### src/rtl/alu_exec_unit.sv
// rtl/alu_exec_unit.sv - multi-cycle RV32 execute ALU with valid/ready handshakes
//
// Ports:
//   clk, rst_n          clock (rising edge), asynchronous active-low reset
//   in_valid/in_ready   request handshake; ALU_Control, src_a, src_b sampled on acceptance
//   ALU_Control [2:0]   000 ADD, 001 SUB, 010 AND, 011 LEFT_SHIFT, 100 COMPARE, 101-111 illegal
//   src_a, src_b        operands; src_b[SHAMT_W-1:0] is the LEFT_SHIFT amount
//   out_valid/out_ready result handshake; result and flags held while out_valid && !out_ready
//   result, zero, lt, illegal  registered result and flags

module alu_exec_unit #(
  parameter int WIDTH   = 32,
  parameter int SHAMT_W = 5
) (
  input  logic               clk,
  input  logic               rst_n,
  input  logic               in_valid,
  output logic               in_ready,
  input  logic [2:0]         ALU_Control,
  input  logic [WIDTH-1:0]   src_a,
  input  logic [WIDTH-1:0]   src_b,
  output logic               out_valid,
  input  logic               out_ready,
  output logic [WIDTH-1:0]   result,
  output logic               zero,
  output logic               lt,
  output logic               illegal
);

  localparam logic [1:0] ST_IDLE  = 2'b00;
  localparam logic [1:0] ST_SHIFT = 2'b01;
  localparam logic [1:0] ST_DONE  = 2'b10;

  localparam logic [2:0] OP_ADD     = 3'b000;
  localparam logic [2:0] OP_SUB     = 3'b001;
  localparam logic [2:0] OP_AND     = 3'b010;
  localparam logic [2:0] OP_LSHIFT  = 3'b011;
  localparam logic [2:0] OP_COMPARE = 3'b100;

  localparam logic [SHAMT_W-1:0] CNT_ONE = SHAMT_W'(1);

  logic [1:0]         state_q,   state_d;
  logic [WIDTH-1:0]   result_q,  result_d;
  logic               zero_q,    zero_d;
  logic               lt_q,      lt_d;
  logic               illegal_q, illegal_d;
  logic [SHAMT_W-1:0] cnt_q,     cnt_d;

  logic               accept;
  logic               release_out;
  logic [SHAMT_W-1:0] shamt;
  logic               signed_lt;

  assign in_ready    = (state_q == ST_IDLE);
  assign out_valid   = (state_q == ST_DONE);
  assign accept      = in_valid && in_ready;
  assign release_out = out_valid && out_ready;
  assign shamt       = src_b[SHAMT_W-1:0];
  assign signed_lt   = $signed(src_a) < $signed(src_b);

  always_comb begin
    state_d   = state_q;
    result_d  = result_q;
    zero_d    = zero_q;
    lt_d      = lt_q;
    illegal_d = illegal_q;
    cnt_d     = cnt_q;

    case (state_q)
      ST_IDLE: begin
        if (accept) begin
          // Every acceptance clears the sticky flags; only the op itself may set them.
          lt_d      = 1'b0;
          illegal_d = 1'b0;
          state_d   = ST_DONE;
          case (ALU_Control)
            OP_ADD:     result_d = src_a + src_b;
            OP_SUB:     result_d = src_a - src_b;
            OP_AND:     result_d = src_a & src_b;
            OP_COMPARE: begin
              lt_d     = signed_lt;
              result_d = {{(WIDTH-1){1'b0}}, signed_lt};
            end
            OP_LSHIFT: begin
              result_d = src_a;
              if (shamt != '0) begin
                cnt_d   = shamt;
                state_d = ST_SHIFT;
              end
            end
            default: begin
              result_d  = '0;
              illegal_d = 1'b1;
            end
          endcase
          zero_d = (result_d == '0);
        end
      end

      ST_SHIFT: begin
        // One bit per cycle; the cycle that sees cnt_q == 1 performs the last shift.
        result_d = {result_q[WIDTH-2:0], 1'b0};
        cnt_d    = cnt_q - CNT_ONE;
        zero_d   = (result_d == '0);
        if (cnt_q == CNT_ONE) begin
          state_d = ST_DONE;
        end
      end

      ST_DONE: begin
        if (release_out) begin
          state_d = ST_IDLE;
        end
      end

      default: begin
        state_d = ST_IDLE;
      end
    endcase
  end

  always_ff @(posedge clk or negedge rst_n) begin
    if (!rst_n) begin
      state_q   <= ST_IDLE;
      result_q  <= '0;
      zero_q    <= 1'b0;
      lt_q      <= 1'b0;
      illegal_q <= 1'b0;
      cnt_q     <= '0;
    end else begin
      state_q   <= state_d;
      result_q  <= result_d;
      zero_q    <= zero_d;
      lt_q      <= lt_d;
      illegal_q <= illegal_d;
      cnt_q     <= cnt_d;
    end
  end

  assign result  = result_q;
  assign zero    = zero_q;
  assign lt      = lt_q;
  assign illegal = illegal_q;

endmodule

### config.mk
export PLATFORM = sky130hd
export DESIGN_NAME = alu_exec_unit
export DESIGN_NICKNAME = d
export VERILOG_FILES = /design/src/rtl/alu_exec_unit.sv
export SDC_FILE = /design/constraint.sdc
export NUM_CORES = 1
export LEC_CHECK = 0
export ABC_AREA = 0
export CAP_MARGIN = 10
export CORE_MARGIN = 5
export CORE_UTILIZATION = 35
export CTS_CLUSTER_DIAMETER = 150
export DETAILED_ROUTE_END_ITERATION = 16
export GPL_ROUTABILITY_DRIVEN = 0
export MAX_ROUTING_LAYER = met4
export PLACE_DENSITY = 0.57
export SYNTH_ARGS = -nofsm -noshare
export SYNTH_HDL_FRONTEND = slang
export SYNTH_SLANG_ARGS = --single-unit
### constraint.sdc
create_clock -name clk -period 2.85 [get_ports clk]
set_input_delay 0.57 -clock clk [delete_from_list [all_inputs] [get_ports clk]]
set_output_delay 0.57 -clock clk [all_outputs]
set_load 0.05 [all_outputs]
======== Yosys cells after proc, flatten, opt, wreduce, memory -nomap -nowiden ========
Cells that the tools add are included.
storage, ports and cells
  register bits ........................... 42
  input port bits ......................... 71
  logic and storage cells ................. 55
cells by class
  $add $sub $neg .......................... 3
  $lt $le $gt $ge ......................... 1
  equality and inequality tests ........... 12
  multiplexer cells ....................... 19
  bitwise logic cells ..................... 1
  reductions and logical operators ........ 13
operators by type and width
  cell                                                                      count
  32-bit one-hot mux with 5 select lines                                    1
  32-bit two-way mux                                                        3
  32-bit one-hot mux with 2 select lines                                    1
  32-bit adder                                                              1
  32-bit AND                                                                1
  32-bit logical NOT                                                        1
  32-bit < comparator                                                       1
  32-bit subtractor                                                         1
  31-bit logical NOT                                                        1
  5-bit two-way mux                                                         3
  2-bit two-way mux                                                         5
  5-bit one-hot mux with 2 select lines                                     1
  2-bit by 1-bit inequality test with 1-bit output (second input constant)  4
  3-bit by 2-bit equality test with 1-bit output (second input constant)    2
  2-bit one-hot mux with 3 select lines                                     1
  5-bit by 1-bit equality test with 1-bit output (second input constant)    1
  5-bit nonzero test                                                        1
  5-bit OR reduction                                                        1
  5-bit by 1-bit subtractor with 5-bit output (second input constant)       1
  2-bit AND reduction                                                       2
  4-bit AND reduction                                                       1
  3-bit by 1-bit equality test with 1-bit output (second input constant)    1
  3-bit equality test (second input constant)                               1
  3-bit logical NOT                                                         1
  9 further kinds                                                           12

======== Depth between registers and ports, before layout ========
Gate-level depths: netlist of the first run.
  word-level depth ........................ 7
  gate-level depth with buffers ........... 14
  gate-level depth less buffers ........... 14

======== Least setup slack after synthesis of the first run ========
No wires, ideal clock.
  path type ............................... input -> register
  start point ............................. input src_b[15]
  end point ............................... register zero_q (netlist: zero)
  library setup time ...................... 0.092 ns
  arrival ................................. 3.525 ns
  data required time ...................... 2.758 ns
  slack ................................... -0.767 ns
  stages on the path ...................... 14
  buffers on the path ..................... 1
  cells stage by stage .................... inv_1 ha_1 buf_6 or4_4 or3_1 a311oi_2 or3_1 o311ai_1 a21boi_1 xnor2_1 a2111oi_0 nand4_1 nand3b_1 o31ai_2
on the way
  word-level cells in the longest chain between the ends .. 7
  elaborated cells on any way between the ends .. 10
RTL lines
  what                                             RTL line  text
  start: declaration                               21        input logic [WIDTH-1:0] src_b,
  32-bit subtractor, or another cell as far along  78        OP_SUB: result_d = src_a - src_b;
  32-bit one-hot mux with 5 select lines *         76        case (ALU_Control)
  32-bit two-way mux *                             71        if (accept) begin
  32-bit two-way mux *                             69        case (state_q)
  32-bit logical NOT *                             96        zero_d = (result_d == '0);
  1-bit two-way mux *                              71
  1-bit one-hot mux with 2 select lines *          69
  end signal: assignment                           133       zero_q <= zero_d;
  end: declaration                                 44        logic zero_q, zero_d;
Mark *: on every way between the ends. The rest lies on a longest branch, timed or not. The select of a mux whose other input is x is not followed.
A chain may end at the register's enable or synchronous reset.

======== Worst setup path after layout of the first run ========
  start point ............................. input src_a[18]
  end point ............................... register zero_q (netlist: zero)
on the way
  word-level cells in the longest chain between the ends .. 7
  elaborated cells on any way between the ends .. 10
RTL lines
  what                                             RTL line  text
  start: declaration                               20        input logic [WIDTH-1:0] src_a,
  32-bit subtractor, or another cell as far along  78
  32-bit one-hot mux with 5 select lines *         76
  32-bit two-way mux *                             71
  32-bit two-way mux *                             69
  32-bit logical NOT *                             96
  1-bit two-way mux *                              71
  1-bit one-hot mux with 2 select lines *          69
Marked as above.

==> results of run 1 <==
==> worst register-to-register path, delay by kind of cell (launching register included) <==
kind / cells / cell delay, ns
AO/OA/AOI/OAI: 2 / 0.34
buffers and inverters: 2 / 0.28
flip-flops: 1 / 0.47
AND/OR/NAND/NOR: 7 / 1.35
==> cell families (layout without fill, tap and decap cells) <==
kind of cell,count (synthesis),count (layout)
XOR/XNOR,15,15
buffers and inverters,134,534
AND/OR/NAND/NOR,301,301
adder cells (fa/ha/maj),68,68
multiplexers,42,42
flip-flops,42,42
AO/OA/AOI/OAI,358,358
==> through the flow <==
stage           util  setup slack [ns]  TNS, ns
6_report       0.626            -0.665    -6.16
2_1_floorplan      -            -0.606    -3.06
3_3_place_gp   0.539             -1.50   -29.63
4_1_cts        0.608            -0.670    -5.37
3_5_place_dp   0.539             -1.56   -31.16
5_1_grt        0.626            -0.770    -7.90
==> layer usage <==
layer / vias up / global-route usage
met3: 61 / 0.0300
met2: 396 / 0.457
met5: - / -
met4: 0 / 0.0656
met1: 4526 / 0.339
li1: 4415 / -
==> registers in the layout (all words and copies together) (netlist names) <==
register  cells
lt            1
illegal       1
state_q       2
cnt_q         5
zero          1
result       32
==> worst min path at each step <==
stage,end,slack [ns],cells past startpoint
floorplan,cnt_q[0],0.27,0
global placement,illegal,0.47,2
detailed placement,lt,0.48,2
CTS,result[27],0.46,1
global route,illegal,0.52,1
finish,result[26],0.43,1
==> synth_stat cells, drive strengths merged (4+ instances only) <==
library cell	number
o21bai	5
mux2i	39
o32a	4
o21ai	55
o311ai	5
nor3	38
a21o	12
dfrtp	42
a2111oi	7
inv	68
nor4	17
o22ai	38
o221ai	6
nor2b	16
xnor2	10
nand4	14
clkbuf	41
o21a	11
a211oi	13
a311oi	8
nand3b	4
a221oi	4
o211ai	11
o31ai	10
a31oi	14
ha	66
nand2b	9
buf	21
a211o	7
or4	10
or3	9
nand3	17
and3	9
nor2	75
xor2	5
a21oi	101
nand2	66
or2	6
a22oi	18
==> repair_timing <==
| item | CTS | global route |
|---|---|---|
| gates cloned | 0 | 0 |
| resized for setup | 387 | 79 |
| setup buffers | 45 | 12 |
| pin swaps | 121 | 87 |
| hold buffers | 0 | 0 |
| endpoints found under the setup margin | 30 | 26 |
==> final cells by class <==
cell class | count | area [um^2]
clock buffer | 5 | 125
timing repair buffer | 455 | 3800
inverter | 71 | 299
fill | 1675 | 7320
sequential | 42 | 1050
multi-input combinational | 784 | 6590
clock inverter | 3 | 68.8
tap | 265 | 332
==> report_power, final <==
group	leakage [nW]	total (mW)	internal, mW	switching [mW]
logic	4.74	4.16	1.80	2.36
clock network	0.0940	0.746	0.503	0.243
registers	0.508	1.29	0.864	0.425
==> reports/metrics.yaml, run 1 <==
run_status:
  status: "complete, but fails checks"
  violations: "setup timing"
logic_synthesis:
  muxShareOfSynthArea: 0.0610
  synth_cell_types: 88
  synth_edf_count: 0
  yosysTopAreaCell: "dfrtp_1"
  yosys-top-cells-area: "dfrtp_1, ha_1, a21oi_1, mux2i_1, nor2_1"
  synthSimpleGateAreaFrac: 0.218
  syn-num-nets: 1099
  synth_top_family_by_area: "compound AO/OA/AOI/OAI gates"
  yosysWarningCount: 0
  yosysSeqAreaShare: 0.150
  syn-mean-instance-area_um2: 7.31
  synth_fa_ha_area_frac: 0.123
  async_flop_share: 1.00
  synth_top_area_frac: 0.150
  ys_ff_latch: 42
  synth_flop_cell: "dfrtp_1"
  synth_xor_area_frac: 0.0187
  synthCells: 960
  syn_area_um2: 7020
  synth_compound_area_frac: 0.341
detailed_routing:
  wl_met2_um: 15200
  vias: 9398
  drc: 0
  drtPass1Iterations: 5
  wl_per_cell_um: 19.0
  met1_length_um: 12900
  top_layer: "met4"
  drtAntennaViolNets: 0
  route.met3.wl_um: 1960
  initialDrtViolationCount: 726
  wirelength_um: 30900
  vias_per_cell: 5.78
final_layout:
  fin_nets: 1498
  final_cell_mix: "buf_4, a21oi_1, nor2_1"
  final_common_cell: "buf_4"
  fin_cells: 1625
  stdcell_area_um2: 12300
  syn2layout_area_growth_pct: 74.8
  layout-drive-gt1-share: 0.447
  diodes: 0
global_route:
  gr-total-overflow: 0
  grt_pass1_wl_um: 48400
  grt_use_total: 0.267
  antenna_found_initial: 0
  grt_max_degree: 43
  grt_pass1_vias: 9529
worst_setup_path:
  worstPathRequired_ns: 3.05
  crit_end: "zero"
  crit_family: "compound AO/OA/AOI/OAI gates"
  reg2reg_depth: 11
  path_cells: "buf_8, ha_4, or4_4, or3_4, a311oi_4, buf_4, nor4_4, o21ai_2, nand2_1, a2111o_1, mux2_4, a22oi_2, nand3_2, o31ai_2"
  r2r-end: "zero"
  start_kind: "primary input"
  critPathKind: "in -> reg"
  r2r_slack_ns: 0.32
  regToRegStartpoint: "state_q[1]"
  slowest_stage: "or4_4"
  startpoint: "src_a[18]"
  cp.depth: 14
  cp_num_buf_inv: 2
  cp-end-kind: "flip-flop"
  critPathMaxFanout: 2
  crit_path_max_incr_delay_ns: 0.55
  critical_path_arrival_ns: 3.72
timing:
  slew-limit-headroom: 0.351
  min_period_ns: 3.52
  skew_ns: 0.00756
  rsz0062_at_grt: "yes"
  hold_violations: 0
  setup_viol: 21
  maxSlewViolCount: 0
  fin_ws_ns: -0.665
  holdWs_ns: 0.433
  max_freq_ghz: 0.284
  worstMarginPinSlew_ns: 0.973
  timing.final.crit_share: 1.23
clock_tree:
  cts_buffers: 5
  cts_root_buffer: "clkbuf_16"
  cts_tree: "yes"
  clock-sinks: 42
  ctsLongestPathBuffers: 2
  path_clk_slew_ns: 0.07
  htreeDepth: 2
  clk_latency_ns: 0.29
floorplanning:
  die_w_um: 152
  boundaryPins: 108
  fp.dieH_um: 152
  core_area_um2: 19600
  dieArea_um2: 23000
  initial_core_util: 0.358
  row_count: 51
placed_design:
  placedCellCount: 1577
  dp_hpwl_um: 23400
  placed_area_um2: 10600
  port_buffers: 107
flow_run:
  max_cap_viol_count: 0
min_path:
  hold_class: "in -> async"
power:
  ir_drop_v: 0.000435
  total_power_mw: 6.19
  power.density_nw_per_um2: 505
  leakagePower_nw: 5.35
Note: power is estimated with default switching activity, not from simulation.
==> inputs of run 2 (changes only) <==
--- a/config.mk
+++ b/config.mk
@@ -9,11 +9,13 @@
 export CAP_MARGIN = 10
 export CORE_MARGIN = 5
 export CORE_UTILIZATION = 35
+export CTS_BUF_LIST = sky130_fd_sc_hd__clkbuf_8
 export CTS_CLUSTER_DIAMETER = 150
 export DETAILED_ROUTE_END_ITERATION = 16
 export GPL_ROUTABILITY_DRIVEN = 0
 export MAX_ROUTING_LAYER = met4
 export PLACE_DENSITY = 0.57
+export SETUP_SLACK_MARGIN = 0.15
 export SYNTH_ARGS = -nofsm -noshare
 export SYNTH_HDL_FRONTEND = slang
 export SYNTH_SLANG_ARGS = --single-unit
==> reports/metrics.yaml, run 2 (synthesis results as in run 1) <==
detailed_routing:
  initialDrtViolationCount: 887
  vias: 9462
  drtAntennaViolNets: 0
  wl_per_cell_um: 19.1
  vias_per_cell: 5.75
  wirelength_um: 31500
  drtPass1Iterations: 5
  drc: 0
clock_tree:
  cts_root_buffer: "clkbuf_8"
  htreeDepth: 2
  cts_tree: "yes"
  clock-sinks: 42
  hold_buffers: 0
  ctsLongestPathBuffers: 2
  cts_buffers: 5
  clk_latency_ns: 0.31
  path_clk_slew_ns: 0.09
final_layout:
  stdcell_area_um2: 12600
  syn2layout_area_growth_pct: 79.7
  seqCellArea_um2: 1050
  multi_input_area_um2: 6720
  diodes: 0
  layout-drive-gt1-share: 0.468
  fin_cells: 1646
  final_common_cell: "buf_4"
  final_cell_mix: "buf_4, a21oi_1, nor2_1"
  fin_nets: 1519
  n_fill_cell: 1690
  largest_reg_flops: 32
floorplanning:
  boundaryPins: 108
  dieArea_um2: 23000
  die_w_um: 152
  core_area_um2: 19600
  initial_core_util: 0.358
  fp.dieH_um: 152
  row_count: 51
power:
  ir_drop_v: 0.000379
  power.density_nw_per_um2: 488
  total_power_mw: 6.16
  leakagePower_nw: 5.51
run_status:
  violations: "setup timing"
  status: "complete, but fails checks"
min_path:
  hold_class: "in -> async"
global_route:
  grt_max_degree: 43
  gr-total-overflow: 0
  grt_use_total: 0.274
  antenna_found_initial: 0
  grt_pass1_wl_um: 49900
  grt_pass1_vias: 9760
placed_design:
  dp_hpwl_um: 23600
  port_buffers: 107
  place_ws_ns: -1.45
  placedCellCount: 1574
  placed_area_um2: 10600
timing:
  fin_ws_ns: -0.568
  min_period_ns: 3.42
  setup_viol: 20
  worstMarginPinSlew_ns: 0.968
  hold_violations: 0
  maxSlewViolCount: 0
  skew_ns: 0.00801
  timing.final.crit_share: 1.20
  max_freq_ghz: 0.293
  rsz0062_at_grt: "yes"
  holdWs_ns: 0.408
  slew-limit-headroom: 0.355
worst_setup_path:
  worstPathRequired_ns: 3.07
  critical_path_arrival_ns: 3.64
  cp-end-kind: "flip-flop"
  critPathKind: "in -> reg"
  critPathMaxFanout: 2
  start_kind: "primary input"
flow_run:
  max_cap_viol_count: 0
[run 2: stage by stage]
step,setup TNS (ns),utilization
6_report,-4.71,0.644
5_1_grt,-6.78,0.644
4_1_cts,-5.32,0.613
3_5_place_dp,-29.44,0.543
3_3_place_gp,-28.71,0.543
2_1_floorplan,-3.06,-
[run 2: critical path, stage by stage]
cell      delay, ns
buf_8          0.10
inv_4          0.05
ha_4           0.20
or4_4          0.53
or3_4          0.40
a311oi_4       0.23
buf_4          0.17
nor4_4         0.05
buf_4          0.15
o21a_1         0.18
a311oi_2       0.20
xnor2_1        0.09
a21oi_1        0.19
and3_4         0.22
nand3b_1       0.10
o31ai_2        0.21
[run 2: path summary, 6_finish.rpt]
kind                                 start  depth (start not counted)  slack (ns)         end
worst max-delay path             src_b[13]                         16       -0.57        zero
worst min-delay path                 rst_n                          1        0.41  result[24]
worst max register to register  state_q[0]                         10        0.39        zero
worst min register to register     illegal                          2        0.50     illegal
max in group asynchronous            rst_n                          1        1.84    cnt_q[0]
min in group clk                   illegal                          2        0.50     illegal
[run 2: timing repair]
item	in CTS	in global routing
gates cloned	0	0
pin swaps	123	78
endpoints found under the setup margin	31	28
buffers inserted	52	12
resized for setup	389	108
[run 2: area by class of cell]
| class | count | area share |
|---|---|---|
| multi-input combinational | 784 | 0.533 |
| timing repair buffer | 476 | 0.321 |
| sequential | 42 | 0.0834 |
| tap | 265 | 0.0263 |
| inverter | 71 | 0.0245 |
| clock buffer | 6 | 0.00655 |
| clock inverter | 2 | 0.00476 |
[run 2: routing by layer]
metal	up-vias	GRT usage	wire length [um]
met2	397	0.460	15300
met1	4511	0.343	13100
met3	94	0.0366	1890
met4	0	0.0872	1180
met5	-	-	0
li1	4460	-	-
[run 2: report_power, final]
part           total (mW)  switching [mW]  internal (mW)
Clock               0.598           0.225          0.374
Sequential           1.29           0.425          0.862
Combinational        4.27            2.39           1.88
